File: config.mk
export PLATFORM = sky130hd
export DESIGN_NAME = analog_switch_seq
export DESIGN_NICKNAME = d
export VERILOG_FILES = /design/src/rtl/analog_switch_seq.sv
export SDC_FILE = /design/constraint.sdc
export NUM_CORES = 1
export LEC_CHECK = 0
export CAP_MARGIN = 20
export CORE_MARGIN = 4
export CORE_UTILIZATION = 40
export DETAILED_ROUTE_END_ITERATION = 10
export SYNTH_ARGS = -nofsm -noshare
export SYNTH_HDL_FRONTEND = slang
export SYNTH_SLANG_ARGS = --single-unit
File: constraint.sdc
create_clock -name clk_i -period 2.3 [get_ports clk_i]
set_input_delay 0.46 -clock clk_i [delete_from_list [all_inputs] [get_ports clk_i]]
set_output_delay 0.46 -clock clk_i [all_outputs]
set_load 0.05 [all_outputs]
File: src/rtl/analog_switch_seq.sv
// Shadow registers plus break-before-make sequencer for analog_switch_sel.
// Commit opens all loops, waits, updates pull-up/down and termination, waits, then closes the new loops.
module analog_switch_seq #(
  parameter int BREAK_CYC = 100,
  parameter int MAKE_CYC  = 100,
  parameter int CNT_W     = 16
) (
  input  logic       clk_i,
  input  logic       rst_i,
  input  logic       wr_en_i,
  input  logic [1:0] wr_addr_i,
  input  logic [7:0] wr_data_i,
  input  logic [1:0] rd_addr_i,
  output logic [7:0] rd_data_o,
  output logic [3:0] pud_sel_o,
  output logic [2:0] tr_sel_o,
  output logic [3:0] lp_sel_o,
  output logic       busy_o,
  output logic       done_o
);

  typedef enum logic [1:0] {
    ST_IDLE   = 2'd0,
    ST_BREAK  = 2'd1,
    ST_SETTLE = 2'd2
  } state_t;

  state_t     state, state_next;
  logic       pending, pending_next, busy_next;
  logic [CNT_W-1:0] cnt;
  logic       cnt_zero, commit, start, apply_pt, apply_lp;

  logic [3:0] shadow_pud, snap_pud;
  logic [2:0] shadow_tr,  snap_tr;
  logic [3:0] shadow_lp,  snap_lp;

  // Upper data bits carry no function for any register.
  logic unused_wr_bits;
  assign unused_wr_bits = ^wr_data_i[7:4];

  assign commit   = wr_en_i && (wr_addr_i == 2'd3) && wr_data_i[0];
  assign cnt_zero = (cnt == '0);

  // State register.
  // NOTE: all clocked state uses non-blocking assignments so every register
  // samples pre-edge values regardless of process ordering.
  always_ff @(posedge clk_i) begin
    if (rst_i) state <= ST_IDLE;
    else       state <= state_next;
  end

  // Next-state logic.
  // NOTE: each combinational output gets a default first, so no path leaves
  // it unassigned and no latch is inferred.
  always_comb begin
    state_next = state;
    unique case (state)
      ST_IDLE:   if (commit || pending) state_next = ST_BREAK;
      ST_BREAK:  if (cnt_zero)          state_next = ST_SETTLE;
      ST_SETTLE: if (cnt_zero)          state_next = ST_IDLE;
      default:                          state_next = ST_IDLE;
    endcase
  end

  // Control strobes; a commit arriving mid-sequence is parked in pending.
  always_comb begin
    start        = (state == ST_IDLE) && (commit || pending);
    apply_pt     = (state == ST_BREAK) && cnt_zero;
    apply_lp     = (state == ST_SETTLE) && cnt_zero;
    pending_next = (state != ST_IDLE) ? (pending || commit) : 1'b0;
    busy_next    = (state_next != ST_IDLE) || pending_next;
  end

  // Datapath: shadows, snapshot, applied selects, counter, readback.
  // NOTE: shadows and snapshot are plain registers (not a RAM), so they are
  // cleared by reset together with the applied outputs.
  always_ff @(posedge clk_i) begin
    if (rst_i) begin
      shadow_pud <= '0;
      shadow_tr  <= '0;
      shadow_lp  <= '0;
      snap_pud   <= '0;
      snap_tr    <= '0;
      snap_lp    <= '0;
      pud_sel_o  <= '0;
      tr_sel_o   <= '0;
      lp_sel_o   <= '0;
      cnt        <= '0;
      pending    <= 1'b0;
      busy_o     <= 1'b0;
      done_o     <= 1'b0;
      rd_data_o  <= '0;
    end else begin
      pending <= pending_next;
      busy_o  <= busy_next;
      done_o  <= apply_lp;

      if (wr_en_i) begin
        case (wr_addr_i)
          2'd0:    shadow_pud <= wr_data_i[3:0];
          2'd1:    shadow_tr  <= wr_data_i[2:0];
          2'd2:    shadow_lp  <= wr_data_i[3:0];
          default: ;
        endcase
      end

      if (start) begin
        snap_pud <= shadow_pud;
        snap_tr  <= shadow_tr;
        snap_lp  <= shadow_lp;
        lp_sel_o <= '0;
        cnt      <= CNT_W'(BREAK_CYC - 1);
      end else if (apply_pt) begin
        pud_sel_o <= snap_pud;
        tr_sel_o  <= snap_tr;
        cnt       <= CNT_W'(MAKE_CYC - 1);
      end else if (apply_lp) begin
        lp_sel_o <= snap_lp;
      end else if (!cnt_zero) begin
        cnt <= cnt - CNT_W'(1);
      end

      // Readback sees pre-edge values, so a same-cycle write returns old data.
      case (rd_addr_i)
        2'd0:    rd_data_o <= {4'b0, shadow_pud};
        2'd1:    rd_data_o <= {5'b0, shadow_tr};
        2'd2:    rd_data_o <= {4'b0, shadow_lp};
        default: rd_data_o <= {6'b0, pending, busy_o};
      endcase
    end
  end

endmodule

==> metrics.md, run 1 <==
| Metric | Value |
|---|---|
| R2R depth | 7 |
| Status | complete, no violations |
| Setup violators final | 0 |
| GRT overflow | 0 |
| Placed Instances | about 370 |
| Clk pin slew, worst setup/hold paths | about 0.06 ns |
| Diodes inserted | 0 |
| Worst IR drop on VDD | ~0.7 mV |
| RSZ-0062 raised after global routing | no |
| Hold WS | 0.460 ns |
| Total wire length | about 5600 um |
| Synth warn | 0 |
| Routability Congestion | 0.797 |
| Most used DFF post-synth | dfxtp_1 |
| Gate power share | roughly 32% |
| Clock buffer depth | 2 |
| Initial drt markers | between 60 and 70 |
| Synth area leaders | dfxtp_1 47%, a21oi_1 6.5%, mux2i_1 6.1%, nand2_1 5.0%, nor2_1 3.5% |
| Util after Layout | between 50% and 60% |
| Flip-flop and latch area | approximately 1200 um2 |
| Core footprint | 5960 um2 |
| Tmin final | approximately 2.1 ns |
| Synth area leader | dfxtp_1 |
| Antenna-violating nets left | 0 |
| Post-Syn Area | between 2000 and 2500 um2 |
| Die X | about 86 um |
| Layout fillers | about 590 |
| Post-Syn Instances | roughly 270 |
| Synth cell types | 44 |
| Commonest cells in the netlist | 58 x dfxtp_1, 33 x nand2_1, 32 x a21oi_1 |
| Crit share post-route | between 90% and 100% |
| CTS H-tree lvls | 3 |
| Post-cts resize count | 0 |
| Final Hold Fails | 0 |
| Sw frac | between 30% and 40% |
| Most common cell in the netlist | dfxtp_1 |
| Avg Inst Size Synth | 8.97 um2 |
| First-pass DRT Iterations | 4 |
| Crit path arrival time | around 2.3 ns |
| Min-Delay Path Class | reg -> reg |
| CP Max Fanout | 8 |
| Crit-path cells | inv_1 > ha_1 > or3b_2 > nor4_4 > buf_4 > nor2_2 > a221oi_1 |
| Ports | 36 |
| Postcts setup bufs | 0 |
| FP Rows | 28 |
| Post-synth top area share | a little under half |
| Lkg Pwr | between 1 and 1.5 nW |
| Post-Place Setup Slack | about 0.20 ns |
| Multi-input gate area | between 1000 and 1500 um2 |
| Vert. Die Dim | 86.4 um |
| Initial antenna violation count | 0 |
| First-pass GRT wire length | approximately 9600 um |
| Sequential power share | 37.2% |
| Overall power | about 3.3 mW |
| # hold bufs at CTS | 0 |
| Routed WL per cell | about 14 um |
| WHS Path Cells | 2 |
| Endpoint class of the critical path | flip-flop |
| Root Buffer Master | clkbuf_8 |
| HPWL Detailed | approximately 4200 um |
| R2r setup slk | around 0.22 ns |
| Starting Density | around 41% |
| Largest net degree at the start of global routing | 36 |
| Post-route cell area | about 3100 um2 |
| Grt peak-use layer | met2 |
| M1 GR Usage | 19.6% |
| Synth async-reset ratio | 0% |
| Worst-skew pair later-pin latency | approximately 0.33 ns |
| Met3 Use GR | under 10% |
| CTS tree | yes |
| P&R area growth vs syn | 24.6% |
| Register bit total from synthesis | 58 |
| Max-slew violations | 0 |
| Layout Cells excl Fill | slightly below 400 |
| Crit path required time | approximately 2.5 ns |
| EDFF count, synth | 0 |
| Crit-path slowest cell | or3b_2 |
| Setup Skew | approximately 0.0042 ns |
| Fin Setup TNS | 0 ns |
| Post-DP Area | about 2800 um2 |
| DRC viols | 0 |
| Vias in the first global route | between 2,000 and 2,500 |
| Max Cap Viol | 0 |
| M2 GR Usage | 28.3% |
| Critical path type | reg -> reg |
| Seq/Total Area, Yosys | 47.3% |
| DR vias/cell | roughly 5.3 |
| Fraction of layout cells with a size suffix above 1 | 13.0% |
| CTS Buf Count | 9 |
| Port Buf Inserts | 27 |
| Total Routing Usage GR | around 16% |
| Vias | approximately 2,100 |
| Int Pwr | between 2 and 2.5 mW |
| Clock power frac | between 30% and 40% |
| Sink Count | 58 |
| Nets | between 300 and 400 |
| Max incr delay on CP | a little under 0.5 ns |
| Pwr dens | approximately 1100 nW/um2 |
| Max transition margin | 59.8% |
| NetSw | ~1.1 mW |
| CP startpoint kind | flip-flop |
| Max frequency | 482 MHz |
| Die area | between 7000 and 8000 um2 |
| Fin worst setup slack | 0.223 ns |
| Slew at the pin closest to its max-slew limit | between 0.5 and 0.6 ns |
==> worst paths after layout <==
path,startpoint,end
setup reg to reg,cnt[0]$_SDFFE_PP0P_,cnt[0]$_SDFFE_PP0P_
hold reg to reg,snap_lp[2]$_SDFFE_PP0P_,snap_lp[2]$_SDFFE_PP0P_
hold / removal,snap_lp[2]$_SDFFE_PP0P_,snap_lp[2]$_SDFFE_PP0P_
setup / recovery,cnt[0]$_SDFFE_PP0P_,cnt[0]$_SDFFE_PP0P_
==> sequential cells by signal, indices dropped and copies added (netlist names) <==
| name | cells |
|---|---|
| snap_tr | 3 |
| snap_pud | 4 |
| shadow_tr | 3 |
| shadow_pud | 4 |
| shadow_lp | 4 |
| busy_o | 1 |
| snap_lp | 4 |
| lp_sel_o | 4 |
| tr_sel_o | 3 |
| done_o | 1 |
| rd_data_o | 4 |
| state | 2 |
| cnt | 16 |
| pud_sel_o | 4 |
| pending | 1 |
==> placed cells by master (no fill, tap or decap), types with 2 or more instances in the layout <==
master	n
a211oi_1	3
a21oi_1	32
a311oi_1	2
a31oi_1	4
a41oi_1	2
buf_4	14
bufinv_16	2
clkbuf_8	10
clkdlybuf4s50_1	27
clkinv_2	2
conb_1	4
dfxtp_1	58
ha_1	2
inv_1	2
mux2i_1	15
mux4_2	2
nand2_1	33
nand2b_1	3
nand3_1	14
nand3b_1	2
nor2_1	23
nor2b_1	4
nor3_1	8
nor3b_1	2
nor4_1	2
nor4_2	2
o21ai_0	12
o31ai_1	2
o41ai_1	2
or3_1	4
or3b_2	2
or4_1	3
or4_4	2
xnor2_1	2
==> metal layers <==
metal  routed length [um]  up-vias  share of wire, %
met5                    0        -                 0
met4                   38        0              0.68
met3                  169        5               3.0
met2                 2830       30                50
met1                 2570      985                46
li1                     -     1060                 -
==> cells by family (layout without fill, tap and decap cells) <==
logic type / count (synthesis) / after routing / share of synthesized area [%]
AND/OR/NAND/NOR: 108 / 108 / 22.8
multiplexers: 18 / 18 / 8.40
XOR/XNOR: 2 / 2 / 0.713
buffers and inverters: 21 / 59 / 4.17
adder cells (fa/ha/maj): 2 / 2 / 1.02
flip-flops: 58 / 58 / 47.3
AO/OA/AOI/OAI: 64 / 64 / 15.5
other: 1 / 4 / 0.153
==> power groups by stage <==
stage / Sequential [mW] / Combinational (mW) / Clock [mW]
detailed placement: 1.27 / 1.08 / 0
floorplan: 1.24 / 0.834 / 0
global placement: 1.26 / 1.06 / 0
CTS: 1.24 / 1.08 / 1.05
global route: 1.27 / 1.20 / 1.10
finish: 1.25 / 1.07 / 1.03
==> critical path, delay by kind of cell (launching register included) <==
kind | cells | cell delay [ns]
and+or+nand+nor | 3 | 0.88
AOI/OAI and AO/OA | 1 | 0.28
adders and majority gates | 1 | 0.17
DFF | 1 | 0.34
buffers and inverters | 2 | 0.32
==> final cells by class <==
type | count | share of cell area, %
Clock buffer | 11 | 4.62
Clock inverter | 5 | 2.53
Inverter | 2 | 0.245
Multi-Input combinational cell | 198 | 39.4
Sequential cell | 58 | 37.9
Tap cell | 75 | 3.06
Timing Repair Buffer | 41 | 12.3
No activity file was read; power rests on OpenSTA's default activity.
==> run 2, diff against run 1 <==
- GPL_TIMING_DRIVEN: not set -> 0
==> run 2 against run 1 <==
Effect of this change: sequential share of layout area increased by 0.22 points; die area unchanged; non-clock buffer count increased by 7; register-to-register slack got worse by 0.05 ns; critical path depth unchanged; core utilization decreased by 0.29 points; largest cell class unchanged; highest routed layer unchanged.
==> metrics.md, run 2 (synthesis gave the netlist of run 1 again) <==
| Metric | Value |
|---|---|
| Lkg Pwr | 1.10 nW (-1.4%) |
| Vert. Die Dim | 86.4 um (unchanged) |
| First-pass DRT Iterations | 4 (unchanged) |
| Clock buffer depth | 2 (unchanged) |
| Diodes inserted | 0 (unchanged) |
| WHS Path Cells | 2 (unchanged) |
| Core footprint | 5960 um2 (unchanged) |
| Worst Setup SP | cnt[0]$_SDFFE_PP0P_ |
| Vias | 2,130 (+2.4%) |
| Max FFs per register | 16 (unchanged) |
| Setup Skew | 0.00884 ns (+0.00467 ns) |
| Critical hold path startpoint | snap_tr[0]$_SDFFE_PP0P_ |
| CTS tree | yes |
| Starting Density | 41.3% (unchanged) |
| HPWL Detailed | 4160 um (+0.23%) |
| Reg2reg end | cnt[1]$_SDFFE_PP0P_ |
| Routed WL per cell | 14.7 um (+2.2%) |
| Crit path required time | 2.56 ns (+0.03 ns) |
| Fraction of layout cells with a size suffix above 1 | 10.9% (-2.1 points) |
| Slew at the pin closest to its max-slew limit | 0.848 ns (+0.249 ns) |
| Max-slew violations | 0 (unchanged) |
| Die X | 86.4 um (unchanged) |
| Worst IR drop on VDD | 0.616 mV (-9.4%) |
| Worst path top cell family by delay | simple AND/OR/NAND/NOR gates |
| RSZ-0062 raised after global routing | no |
| Vias in the first global route | 2,019 (-0.44%) |
| Die area | 7460 um2 (unchanged) |
| Ports | 36 (unchanged) |
| GRT overflow | 0 (unchanged) |
| # hold bufs at CTS | 0 (unchanged) |
| Crit path arrival time | 2.39 ns (+0.08 ns) |
| Sequential power share | 38.4% (+1.2 points) |
| Clk pin slew, worst setup/hold paths | 0.06 ns (about the same) |
| Setup violators final | 0 (unchanged) |
| DR vias/cell | 5.38 (+0.85%) |
| Gate power share | 34.0% (+2.0 points) |
| Commonest cells after routing, fill and taps aside | 58 x dfxtp_1, 33 x nand2_1, 32 x a21oi_1 |
| CTS H-tree lvls | 3 (unchanged) |
| Initial antenna violation count | 0 (unchanged) |
| Overall power | 3.27 mW (-2.3%) |
| Max transition margin | 43.4% (-16 points) |
| Initial drt markers | 79 (+27%) |
| Total wire length | 5820 um (+3.8%) |
| DRC viols | 0 (unchanged) |
| Port Buf Inserts | 26 (-3.7%) |
| Critical path type | reg -> reg |
| Antenna-violating nets left | 0 (unchanged) |
| NetSw | 1.15 mW (+2.0%) |
| Max frequency | 470 MHz (-2.4%) |
| CTS Buf Count | 9 (unchanged) |
| Reg with most FFs | cnt |
| Nets | 334 (+2.1%) |
| FP Rows | 28 (unchanged) |
| Pwr dens | 1070 nW/um2 (-1.8%) |
| Max incr delay on CP | 0.50 ns (about the same) |
| Max Cap Viol | 0 (unchanged) |
| First-pass GRT wire length | 9660 um (+0.44%) |
| Fin worst setup slack | 0.172 ns (-0.0515 ns) |
| Routability Congestion | 0.778 (-2.3%) |
| Buf/Inv on CP | 2 (unchanged) |
| Endpoint class of the critical path | flip-flop |
| Hold endpoint | snap_tr[0]$_SDFFE_PP0P_ |
| CP Max Fanout | 9 (+1) |
| Status | complete, no violations |
| Post-Place Setup Slack | -0.273 ns (-0.472 ns) |
| Crit share post-route | 92.5% (+2.2 points) |
| R2r setup slk | 0.17 ns (-0.05 ns) |
| Min-Delay Path Class | reg -> reg |
| P&R area growth vs syn | 23.9% |
| Tmin final | 2.13 ns (+0.0515 ns) |
| Worst-skew pair later-pin latency | 0.34 ns (about the same) |
| Largest net degree at the start of global routing | 11 (-69%) |
| Sw frac | 35.1% (+1.5 points) |
| R2R depth | 7 (unchanged) |
| Crit-path cells | inv_1 > ha_1 > or3b_2 > nor4_4 > buf_4 > mux2_2 > a21oi_1 |
| CP startpoint kind | flip-flop |
| Most common cell after layout, fill and taps aside | dfxtp_1 |
| Root Buffer Master | clkbuf_8 |
| Total Routing Usage GR | 16.8% (+0.42 points) |
| Critical R2R Launch | cnt[0]$_SDFFE_PP0P_ |
| Int Pwr | 2.12 mW (-4.5%) |
| Clock power frac | 27.6% (-3.2 points) |
| Crit-path slowest cell | or3b_2 |
| Sink Count | 58 (unchanged) |
| Final Hold Fails | 0 (unchanged) |
| Fin Setup TNS | 0 ns (unchanged) |
-- run 2: final cells by class --
class                      count  area [um2]
fill                         589        2910
multi-input combinational    198        1220
sequential                    58        1160
timing repair buffer          29         283
clock buffer                  12         145
buffer                        19        95.1
tap                           75        93.8
clock inverter                 3        40.0
inverter                       2        7.51
-- run 2: worst max path at each step --
stage,end,depth (start not counted)
global route,cnt[1]$_SDFFE_PP0P_,7
detailed placement,snap_pud[1]$_SDFFE_PP0P_,6
finish,cnt[1]$_SDFFE_PP0P_,7
CTS,cnt[1]$_SDFFE_PP0P_,6
global placement,snap_tr[2]$_SDFFE_PP0P_,6
floorplan,cnt[1]$_SDFFE_PP0P_,6
-- run 2: tightest hold or removal path, delay by kind of cell (launching register included) --
kind / cells / cell delay [ns]
flops: 1 / 0.31
compound gates: 1 / 0.05
simple gates: 1 / 0.05
-- run 2: through the flow --
stage	util (%)	cell area [um2]	hold slack, ns	cells
5_1_grt	51.1	3040	0.481	396
4_1_cts	50.5	3010	0.458	393
2_1_floorplan	-	2470	0.437	277
3_3_place_gp	47.4	2820	0.447	378
6_report	51.1	3040	0.458	396
3_5_place_dp	47.4	2820	0.448	378
-- run 2: power groups by stage --
stage                     Sequential, mW  Combinational, mW  Clock [mW]
after global placement              1.26               1.05           0
after CTS                           1.24               1.06       0.925
after floorplan                     1.24              0.834           0
final                               1.26               1.11       0.901
after global routing                1.27               1.24       0.971
after detailed placement            1.27               1.06           0
-- run 2: metal layers --
metal  up-vias  global-route usage, %  part of all wire, %
met5         -                      0                    0
met4         0                   7.08                  1.8
met1      1019                   19.9                   45
li1       1067                      -                    -
met3        10                   4.75                  3.2
met2        34                   28.4                   50
-- run 2: what timing repair did --
item	in CTS	in global routing
resized for setup	0	2
setup buffers	0	3
setup endpoints to repair	0	15
